**config.mk**
```make
export PLATFORM = sky130hd
export DESIGN_NAME = pipe_stage_reg
export DESIGN_NICKNAME = d
export VERILOG_FILES = /design/src/rtl/pipe_pkg.sv /design/src/rtl/pipe_skid_buf.sv /design/src/rtl/pipe_stage_reg.sv
export SDC_FILE = /design/constraint.sdc
export NUM_CORES = 1
export LEC_CHECK = 0
export ABC_AREA = 1
export CAP_MARGIN = 10
export CELL_PAD_IN_SITES_DETAIL_PLACEMENT = 0
export CELL_PAD_IN_SITES_GLOBAL_PLACEMENT = 1
export CORE_MARGIN = 2
export CORE_UTILIZATION = 29
export DETAILED_ROUTE_END_ITERATION = 7
export PLACE_DENSITY = 0.82
export RECOVER_POWER = 50
export SLEW_MARGIN = 20
export SYNTH_ARGS = -nofsm -noshare
export SYNTH_HDL_FRONTEND = slang
export SYNTH_SLANG_ARGS = --single-unit
```
**constraint.sdc**
```tcl
create_clock -name clk_i -period 5.5 [get_ports clk_i]
set_clock_uncertainty 0.1 [all_clocks]
set_input_delay 0.825 -clock clk_i [delete_from_list [all_inputs] [get_ports clk_i]]
set_output_delay 0.825 -clock clk_i [all_outputs]
set_load 0.01 [all_outputs]
```
**src/rtl/pipe_pkg.sv**
```systemverilog
// -----------------------------------------------------------------------------
// pipe_pkg
//   Shared definitions for the pipeline-stage register family.
//   - Default CTRL_W / DATA_W per stage boundary (IF/ID, ID/EX, EX/MEM, MEM/WB).
//   - Bit offsets of the WB / M / EX sub-fields inside the control bundle.
//   - Bubble value (all zero) loaded into the control bundle on flush/drain.
//   - State type of the one-entry skid buffer (used when PIPE_STAGE_SKID_EN
//     is defined).
// -----------------------------------------------------------------------------
package pipe_pkg;

   // Generic defaults for pipe_stage_reg
   localparam int PIPE_CTRL_W_DEF = 8;
   localparam int PIPE_DATA_W_DEF = 128;
   localparam int PIPE_CNT_W_DEF  = 16;

   // Per-boundary bundle widths
   localparam int IFID_CTRL_W  = 8;
   localparam int IFID_DATA_W  = 64;   // pc + instruction word
   localparam int IDEX_CTRL_W  = 8;
   localparam int IDEX_DATA_W  = 128;  // operands, immediate, register indices
   localparam int EXMEM_CTRL_W = 8;
   localparam int EXMEM_DATA_W = 96;   // alu result, store data, rd
   localparam int MEMWB_CTRL_W = 8;
   localparam int MEMWB_DATA_W = 72;   // writeback value, rd

   // Control bundle layout: {WB[1:0], M[2:0], EX[2:0]}
   localparam int CTRL_EX_LSB = 0;
   localparam int CTRL_EX_W   = 3;
   localparam int CTRL_M_LSB  = CTRL_EX_LSB + CTRL_EX_W;
   localparam int CTRL_M_W    = 3;
   localparam int CTRL_WB_LSB = CTRL_M_LSB + CTRL_M_W;
   localparam int CTRL_WB_W   = 2;

   // A bubble is an all-zero control bundle: no writeback, no memory access.
   // Wide enough for any control bundle; users slice the low CTRL_W bits.
   localparam int PIPE_MAX_CTRL_W = 64;
   localparam logic [PIPE_MAX_CTRL_W-1:0] BUBBLE_CTRL = '0;

   // One-entry skid buffer occupancy
   typedef enum logic {
      SKID_EMPTY = 1'b0,
      SKID_FULL  = 1'b1
   } skid_state_e;

endpackage : pipe_pkg

```
**src/rtl/pipe_skid_buf.sv**
```systemverilog
// -----------------------------------------------------------------------------
// pipe_skid_buf
//   One-entry holding register used by pipe_stage_reg to park a beat that was
//   accepted while the output register could not take it.
//   Ports:
//     clk_i    in   clock, rising edge
//     rst_i    in   asynchronous reset, active-high (entry empty, data zero)
//     wr_en    in   load wr_data; entry becomes full (wins over clr_en)
//     clr_en   in   entry drained or flushed; becomes empty
//     wr_data  in   W-bit beat {ctrl, data}
//     full     out  entry holds a beat
//     rd_data  out  stored beat
//     state    out  occupancy state (debug / checker visibility)
// -----------------------------------------------------------------------------
module pipe_skid_buf
   import pipe_pkg::*;
#(
   parameter int W = 136
) (
   input  logic         clk_i,
   input  logic         rst_i,
   input  logic         wr_en,
   input  logic         clr_en,
   input  logic [W-1:0] wr_data,
   output logic         full,
   output logic [W-1:0] rd_data,
   output skid_state_e  state
);

   skid_state_e  state_q;
   skid_state_e  state_d;
   logic [W-1:0] data_q;

   always_ff @(posedge clk_i or posedge rst_i) begin
      if (rst_i) begin
         state_q <= SKID_EMPTY;
      end else begin
         state_q <= state_d;
      end
   end

   // A write in the same cycle as a drain re-fills the entry with the new beat.
   always_comb begin
      state_d = state_q;
      if (wr_en) begin
         state_d = SKID_FULL;
      end else if (clr_en) begin
         state_d = SKID_EMPTY;
      end
   end

   always_ff @(posedge clk_i or posedge rst_i) begin
      if (rst_i) begin
         data_q <= '0;
      end else if (wr_en) begin
         data_q <= wr_data;
      end
   end

   assign full    = (state_q == SKID_FULL);
   assign rd_data = data_q;
   assign state   = state_q;

endmodule : pipe_skid_buf

```
**src/rtl/pipe_stage_reg.sv**
```systemverilog
// -----------------------------------------------------------------------------
// pipe_stage_reg
//   Generic pipeline-stage register between two stages. Carries a control
//   bundle (zeroed to a bubble on flush/drain) and a datapath bundle with one
//   cycle of latency, a stall/flush interface for the hazard unit and a
//   saturating bubble counter.
//
//   Handshake: a beat moves on an edge where valid and ready are both high
//   (accept = in_valid_i & in_ready_o, release = out_valid_o & out_ready_i).
//   A producer holding valid must keep its payload stable until it is taken;
//   ready may be high without valid and never depends on in_valid_i.
//
//   Ports:
//     clk_i, rst_i            clock (rising) / async active-high reset
//     in_valid_i, in_ready_o  upstream handshake
//     in_ctrl_i, in_data_i    upstream control / datapath bundles
//     stall_i                 freeze the stage (flush_i wins)
//     flush_i                 kill contents, insert bubble
//     out_valid_o, out_ready_i downstream handshake
//     out_ctrl_o, out_data_o  registered bundles
//     bubble_cnt_o            cycles downstream was ready but stage empty
//
//   Build option PIPE_STAGE_SKID_EN: adds a one-entry skid buffer so that
//   in_ready_o comes straight from a flop (no path from out_ready_i).
//   Without it, in_ready_o is combinational.
// -----------------------------------------------------------------------------
module pipe_stage_reg
   import pipe_pkg::*;
#(
   parameter int CTRL_W = PIPE_CTRL_W_DEF,
   parameter int DATA_W = PIPE_DATA_W_DEF,
   parameter int CNT_W  = PIPE_CNT_W_DEF
) (
   input  logic              clk_i,
   input  logic              rst_i,
   input  logic              in_valid_i,
   output logic              in_ready_o,
   input  logic [CTRL_W-1:0] in_ctrl_i,
   input  logic [DATA_W-1:0] in_data_i,
   input  logic              stall_i,
   input  logic              flush_i,
   output logic              out_valid_o,
   input  logic              out_ready_i,
   output logic [CTRL_W-1:0] out_ctrl_o,
   output logic [DATA_W-1:0] out_data_o,
   output logic [CNT_W-1:0]  bubble_cnt_o
);

   localparam logic [CTRL_W-1:0] BUBBLE = BUBBLE_CTRL[CTRL_W-1:0];

   logic              out_valid_q;
   logic              out_valid_d;
   logic [CTRL_W-1:0] out_ctrl_q;
   logic [CTRL_W-1:0] out_ctrl_d;
   logic [DATA_W-1:0] out_data_q;
   logic [DATA_W-1:0] out_data_d;
   logic [CNT_W-1:0]  bubble_cnt_q;

   logic accept;
   logic release_beat;
   logic out_free;

   assign accept       = in_valid_i & in_ready_o;
   assign release_beat = out_valid_q & out_ready_i;
   // Output register may take a new beat this cycle (empty or being drained)
   assign out_free     = !out_valid_q || out_ready_i;

`ifdef PIPE_STAGE_SKID_EN
   logic                     ready_q;
   logic                     skid_wr;
   logic                     skid_clr;
   logic                     skid_full;
   logic                     skid_full_next;
   logic [CTRL_W+DATA_W-1:0] skid_rd;
   skid_state_e              skid_state;

   pipe_skid_buf #(
      .W (CTRL_W + DATA_W)
   ) u_skid (
      .clk_i   (clk_i),
      .rst_i   (rst_i),
      .wr_en   (skid_wr),
      .clr_en  (skid_clr),
      .wr_data ({in_ctrl_i, in_data_i}),
      .full    (skid_full),
      .rd_data (skid_rd),
      .state   (skid_state)
   );

   assign in_ready_o = ready_q;

   // ready_q was computed last cycle, so a beat can still arrive during a
   // flush or stall cycle. It is never dropped: it parks in the (empty) skid
   // entry and moves to the output once the stage runs again. ready_q high
   // guarantees the skid entry is empty, so parking never overwrites a beat.
   always_comb begin
      out_valid_d = out_valid_q;
      out_ctrl_d  = out_ctrl_q;
      out_data_d  = out_data_q;
      skid_wr     = 1'b0;
      skid_clr    = 1'b0;
      if (flush_i) begin
         out_valid_d = 1'b0;
         out_ctrl_d  = BUBBLE;
         skid_clr    = 1'b1;
         skid_wr     = accept;
      end else if (stall_i) begin
         skid_wr     = accept;
      end else if (out_free) begin
         if (skid_full) begin
            // Oldest beat first: skid -> output, new beat (if any) -> skid
            out_valid_d = 1'b1;
            {out_ctrl_d, out_data_d} = skid_rd;
            skid_clr    = 1'b1;
            skid_wr     = accept;
         end else if (accept) begin
            out_valid_d = 1'b1;
            out_ctrl_d  = in_ctrl_i;
            out_data_d  = in_data_i;
         end else if (release_beat) begin
            out_valid_d = 1'b0;
            out_ctrl_d  = BUBBLE;
         end
      end else begin
         skid_wr     = accept;
      end
   end

   assign skid_full_next = skid_wr || (skid_full && !skid_clr);

   always_ff @(posedge clk_i or posedge rst_i) begin
      if (rst_i) begin
         ready_q <= 1'b1;
      end else begin
         ready_q <= !skid_full_next && !stall_i;
      end
   end
`else
   assign in_ready_o = !stall_i && !flush_i && out_free;

   always_comb begin
      out_valid_d = out_valid_q;
      out_ctrl_d  = out_ctrl_q;
      out_data_d  = out_data_q;
      if (flush_i) begin
         // Datapath bundle is left as-is; only valid/control matter for a bubble
         out_valid_d = 1'b0;
         out_ctrl_d  = BUBBLE;
      end else if (stall_i) begin
         out_valid_d = out_valid_q;
      end else if (accept) begin
         out_valid_d = 1'b1;
         out_ctrl_d  = in_ctrl_i;
         out_data_d  = in_data_i;
      end else if (release_beat) begin
         out_valid_d = 1'b0;
         out_ctrl_d  = BUBBLE;
      end
   end
`endif

   always_ff @(posedge clk_i or posedge rst_i) begin
      if (rst_i) begin
         out_valid_q <= 1'b0;
         out_ctrl_q  <= '0;
         out_data_q  <= '0;
      end else begin
         out_valid_q <= out_valid_d;
         out_ctrl_q  <= out_ctrl_d;
         out_data_q  <= out_data_d;
      end
   end

   // Counts lost downstream slots; sticks at all-ones instead of wrapping
   always_ff @(posedge clk_i or posedge rst_i) begin
      if (rst_i) begin
         bubble_cnt_q <= '0;
      end else if (!out_valid_q && out_ready_i && !stall_i && (bubble_cnt_q != '1)) begin
         bubble_cnt_q <= bubble_cnt_q + 1'b1;
      end
   end

   assign out_valid_o  = out_valid_q;
   assign out_ctrl_o   = out_ctrl_q;
   assign out_data_o   = out_data_q;
   assign bubble_cnt_o = bubble_cnt_q;

endmodule : pipe_stage_reg
```
== Word level (Yosys, flattened, before mapping) ==
Index checks and enable logic that the tools add are counted.
Storage, ports and cells
  word-level logic and storage cells: 31
  RAM bits: 0
  output and inout bits: 154
  memories: 0
  input port bits: 142
  ROM bits: 0
  bits in latches: 0
  bits in registers: 153
Cells by class
  bitwise gates (word level): 4
  magnitude comparators: 0
  add/sub/neg operators: 1
  $mul: 0
  div/mod/pow operators: 0
  shift-type cells: 0
  reduce and logical (&&, ||, !) cells: 12
  mux-type cells: 8
  equality and inequality tests: 2
Operators with widths (number)
  $mux 8: 4
  $add 16x1->16 const B: 1
  $ne 16x16->1 const B: 1
  $logic_and 1x1->1: 5
  $mux 1: 4
  $logic_not 1->1: 3
  $reduce_and 3->1: 1
  $reduce_bool 3->1: 1
  $and 1x1->1: 2
  $ne 2x1->1 const B: 1
  $not 1->1: 2
  $reduce_and 2->1: 1
  $logic_or 1x1->1: 1

== Depth between registers and ports, before layout ==
  depth after elaboration: 7
  gate-level depth with buffers: 9
  mapped depth without buffers: 8

== Least setup slack after synthesis ==
No wires, ideal clock.
  path type: input to output
  start point: in out_ready_i
  end point: out in_ready_o
  arrival: 1.427 ns
  data required time: 4.575 ns
  buffers on the path: 2
  slack: 3.148 ns
  stages: 5
  path through: inv_1 -> nand2_1 -> and2_4 -> buf_2 -> buf_2
On the way
  cells in the longest elaborated chain, start to end: 2
Ends and longest elaborated chain
  start, declared: line pipe_stage_reg.sv:43  | input logic out_ready_i,
  $logic_or 1x1->1: line pipe_stage_reg.sv:66  | assign out_free = !out_valid_q || out_ready_i;
  $logic_and 1x1->1: line pipe_stage_reg.sv:139  | assign in_ready_o = !stall_i && !flush_i && out_free;
  end, declared: line pipe_stage_reg.sv:37  | output logic in_ready_o,
Every way passes these cells.

==> impl_metrics.py <==
metrics = {
    "timing": {
        "slew_violations": 79,
        "relSlewSlack_pct": -104,
        "worstMarginPinSlew_ns": 3.06,
        "setup_ws_ns": 1.73,
        "final.setup.tns_ns": 0,
        "layout_min_cycle_time_ns": 3.77,
        "setup_viol": 0,
        "timing.final.crit_share_pct": 68.6,
        "hold_viol_final": 0,
        "max_freq_mhz": 265,
        "rsz0062_at_grt": "no",
    },
    "floorplanning": {
        "initial_utilization_pct": 29.5,
        "dieArea_sq_um": 23400,
        "design.core.area_sq_um": 21800,
        "die_w_um": 153,
        "die_y_um": 153,
        "core.rowCount": 54,
        "top_level_ports": 296,
    },
    "clock_network": {
        "cts_hold_buffers": 0,
        "clock_latency_ns": 0.41,
        "clkSinkCount": 153,
        "post_cts_buffers": 0,
        "cts_buffer_depth": 2,
        "cts_buffers": 17,
        "clk_pin_slew_worst_paths_ns": 0.06,
        "htreeDepth": 4,
        "ctsRootBufferMaster": "clkbuf_16",
        "post_cts_resized": 0,
        "cts_tree": "built",
    },
    "logic_synthesis": {
        "avgSynthCellArea_sq_um": 8.61,
        "synth_mux_area_share_pct": 0,
        "synthXorXnorAreaFrac_pct": 1.09,
        "netlist_instances": 747,
        "synth_cell_types": 24,
        "synthAdderAreaFrac_pct": 0.195,
        "synth_top_family_by_area": "simple AND/OR/NAND/NOR gates",
        "yosysSeqAreaShare_pct": 59.5,
        "ys.warnings.count": 0,
        "synth_area_sq_um": 6430,
        "synth_nets": 890,
        "ys_ff_latch": 153,
        "synth_compound_area_share_pct": 0.389,
        "yosys.area_share.simple_pct": 34.1,
    },
    "flow_run": {
        "maxCapViolCount": 1,
    },
    "critical_path": {
        "r2r_cells": 6,
        "r2r_slack_ns": 2.93,
        "slowest_stage": "inv_1",
        "required_ns": 5.92,
        "crit_start": "rst_i",
        "start_kind": "input port",
        "crit_chain": "clkdlybuf4s50_1 -> inv_1 -> buf_4",
        "worstSetupPathType": "input port to asynchronous set/reset pin",
        "end_kind": "asynchronous set/reset pin",
        "crit_path_max_incr_delay_ns": 2.14,
        "crit_family": "buffers and inverters",
        "cp_num_buf_inv": 3,
        "cp.arrival_ns": 4.19,
        "timing.rr.start": "out_valid_o",
        "critPathMaxFanout": 78,
        "regToRegEndpoint": "out_data_o[115]",
    },
    "pwr": {
        "power_density_nw_per_um2": 344,
        "peakVddDrop_mv": 0.171,
        "leakagePower_nw": 4.87,
    },
    "global_route": {
        "grt_pass1_vias": 5870,
        "grt_max_degree": 93,
        "grt-ovfl-total": 0,
        "grt_first_pass_wirelength_um": 32500,
        "grt_antenna_before_repair": 0,
        "grtUsageTotal_pct": 17.2,
    },
    "place": {
        "dpl-instance-area_sq_um": 9520,
        "port_buffers": 295,
        "preCtsSetupSlack_ns": 1.96,
        "hpwlAfterDp_um": 13400,
        "globalplace.congestion": 0.768,
    },
    "outcome": {
        "status": "finished with violations",
        "violations": "capacitance limit, slew limit",
    },
    "route": {
        "avgRoutedWirePerCell_um": 15.5,
        "wl_um": 20300,
        "drc": 0,
        "avgViaCountPerCell": 4.51,
        "vias": 5916,
        "dr.pass1.iters": 4,
        "drtIter0Drc": 382,
        "antenna_left": 0,
    },
    "min_path": {
        "hold_start": "out_ctrl_o[3]",
        "hold_class": "flip-flop to flip-flop",
        "min_to": "out_ctrl_o[3]",
        "hold_path_depth": 2,
    },
    "final_layout": {
        "n_antenna_cell": 0,
        "fin_util_pct": 46.2,
        "drive_above_1_share_pct": 4.07,
        "area_growth_pct": 56.6,
        "fin_area_sq_um": 10100,
        "final_nets": 1163,
    },
}
## cells in the mapped netlist
master | count | area (sq um)
buf_4 | 11 | 82.6
nand2_2 | 1 | 6.26
buf_8 | 1 | 15.0
xnor2_1 | 7 | 61.3
xor2_1 | 1 | 8.76
buf_1 | 13 | 48.8
dfrtp_1 | 153 | 3830
inv_2 | 1 | 3.75
nand2_4 | 1 | 11.3
nand3b_1 | 1 | 7.51
nor2_1 | 19 | 71.3
inv_1 | 11 | 41.3
nor2_2 | 2 | 12.5
nand3_1 | 144 | 721
nand2_1 | 348 | 1310
and2_4 | 1 | 8.76
nand4_1 | 3 | 18.8
buf_6 | 2 | 22.5
ha_1 | 1 | 12.5
nor3_4 | 1 | 16.3
clkbuf_1 | 4 | 15.0
o21ai_0 | 5 | 25.0
nand4_2 | 1 | 12.5
buf_2 | 15 | 75.1
## layer usage
metal	vias up	wire [um]	track usage (%)
met5	-	0	0
met4	0	414	5.29
met3	27	1380	5.50
met2	206	9590	27.4
met1	2758	8940	22.6
li1	2925	-	-
## tightest hold or removal path, cell delays in order (launching register included)
cell,delay (ns)
dfrtp_1,0.34
nand2_1,0.05
nand2_1,0.05
## cell usage in the layout (no fill, tap or decap)
cell type	count
o21ai_0	5
nand4_1	3
xor2_1	1
ha_1	1
clkinvlp_4	4
nand3b_1	1
buf_4	6
dfrtp_1	153
clkbuf_16	17
nor2_2	2
clkdlybuf4s50_1	220
inv_2	1
nand2_1	349
clkinv_2	2
inv_1	11
xnor2_1	7
nand2_4	1
dlygate4sd3_1	74
and2_4	1
inv_6	4
clkinv_4	1
nor3_1	1
nand3_1	144
nand4_2	1
clkbuf_1	2
bufinv_16	2
nor2_1	19
## registers in the layout, summed over array words and instances, names as in the netlist
register	flops
bubble_cnt_o	16
out_valid_o	1
out_data_o	128
out_ctrl_o	8
## per-stage QoR
stage	cells	hold slack [ns]	total power, mW
after global placement	1281	0.353	2.36
after CTS	1313	0.376	3.56
after floorplan	747	0.409	1.79
after global routing	1313	0.396	3.66
after detailed placement	1281	0.362	2.37
final	1313	0.371	3.47
## worst max path at each step
| stage | endpoint | depth (start not counted) |
|---|---|---|
| 2_1_floorplan | bubble_cnt_o[0] | 1 |
| 3_3_place_gp | out_data_o[96] | 8 |
| 3_5_place_dp | out_data_o[124] | 8 |
| 4_1_cts | in_ready_o | 5 |
| 5_1_grt | out_ctrl_o[0] | 3 |
| 6_report | out_ctrl_o[0] | 3 |
## power breakdown
group	switching (mW)	total, mW	internal, mW
Sequential	0.120	1.44	1.32
Combinational	0.394	0.864	0.470
Clock	0.494	1.17	0.673
## kinds of logic after synthesis
kind of cell    after synthesis
xor+xnor                      8
simple gates                522
fa+ha+maj                     1
compound gates                5
flops                       153
buf+inv                      58
## area by class of cell
cell class / count / area [sq um]
clock buffer: 19 / 433
clock inverter: 13 / 144
fill: 2109 / 11700
inverter: 12 / 45.0
multi-input combinational: 536 / 2290
sequential: 153 / 3830
tap: 280 / 350
timing repair buffer: 300 / 2990
(Power assumes the default switching activity.)
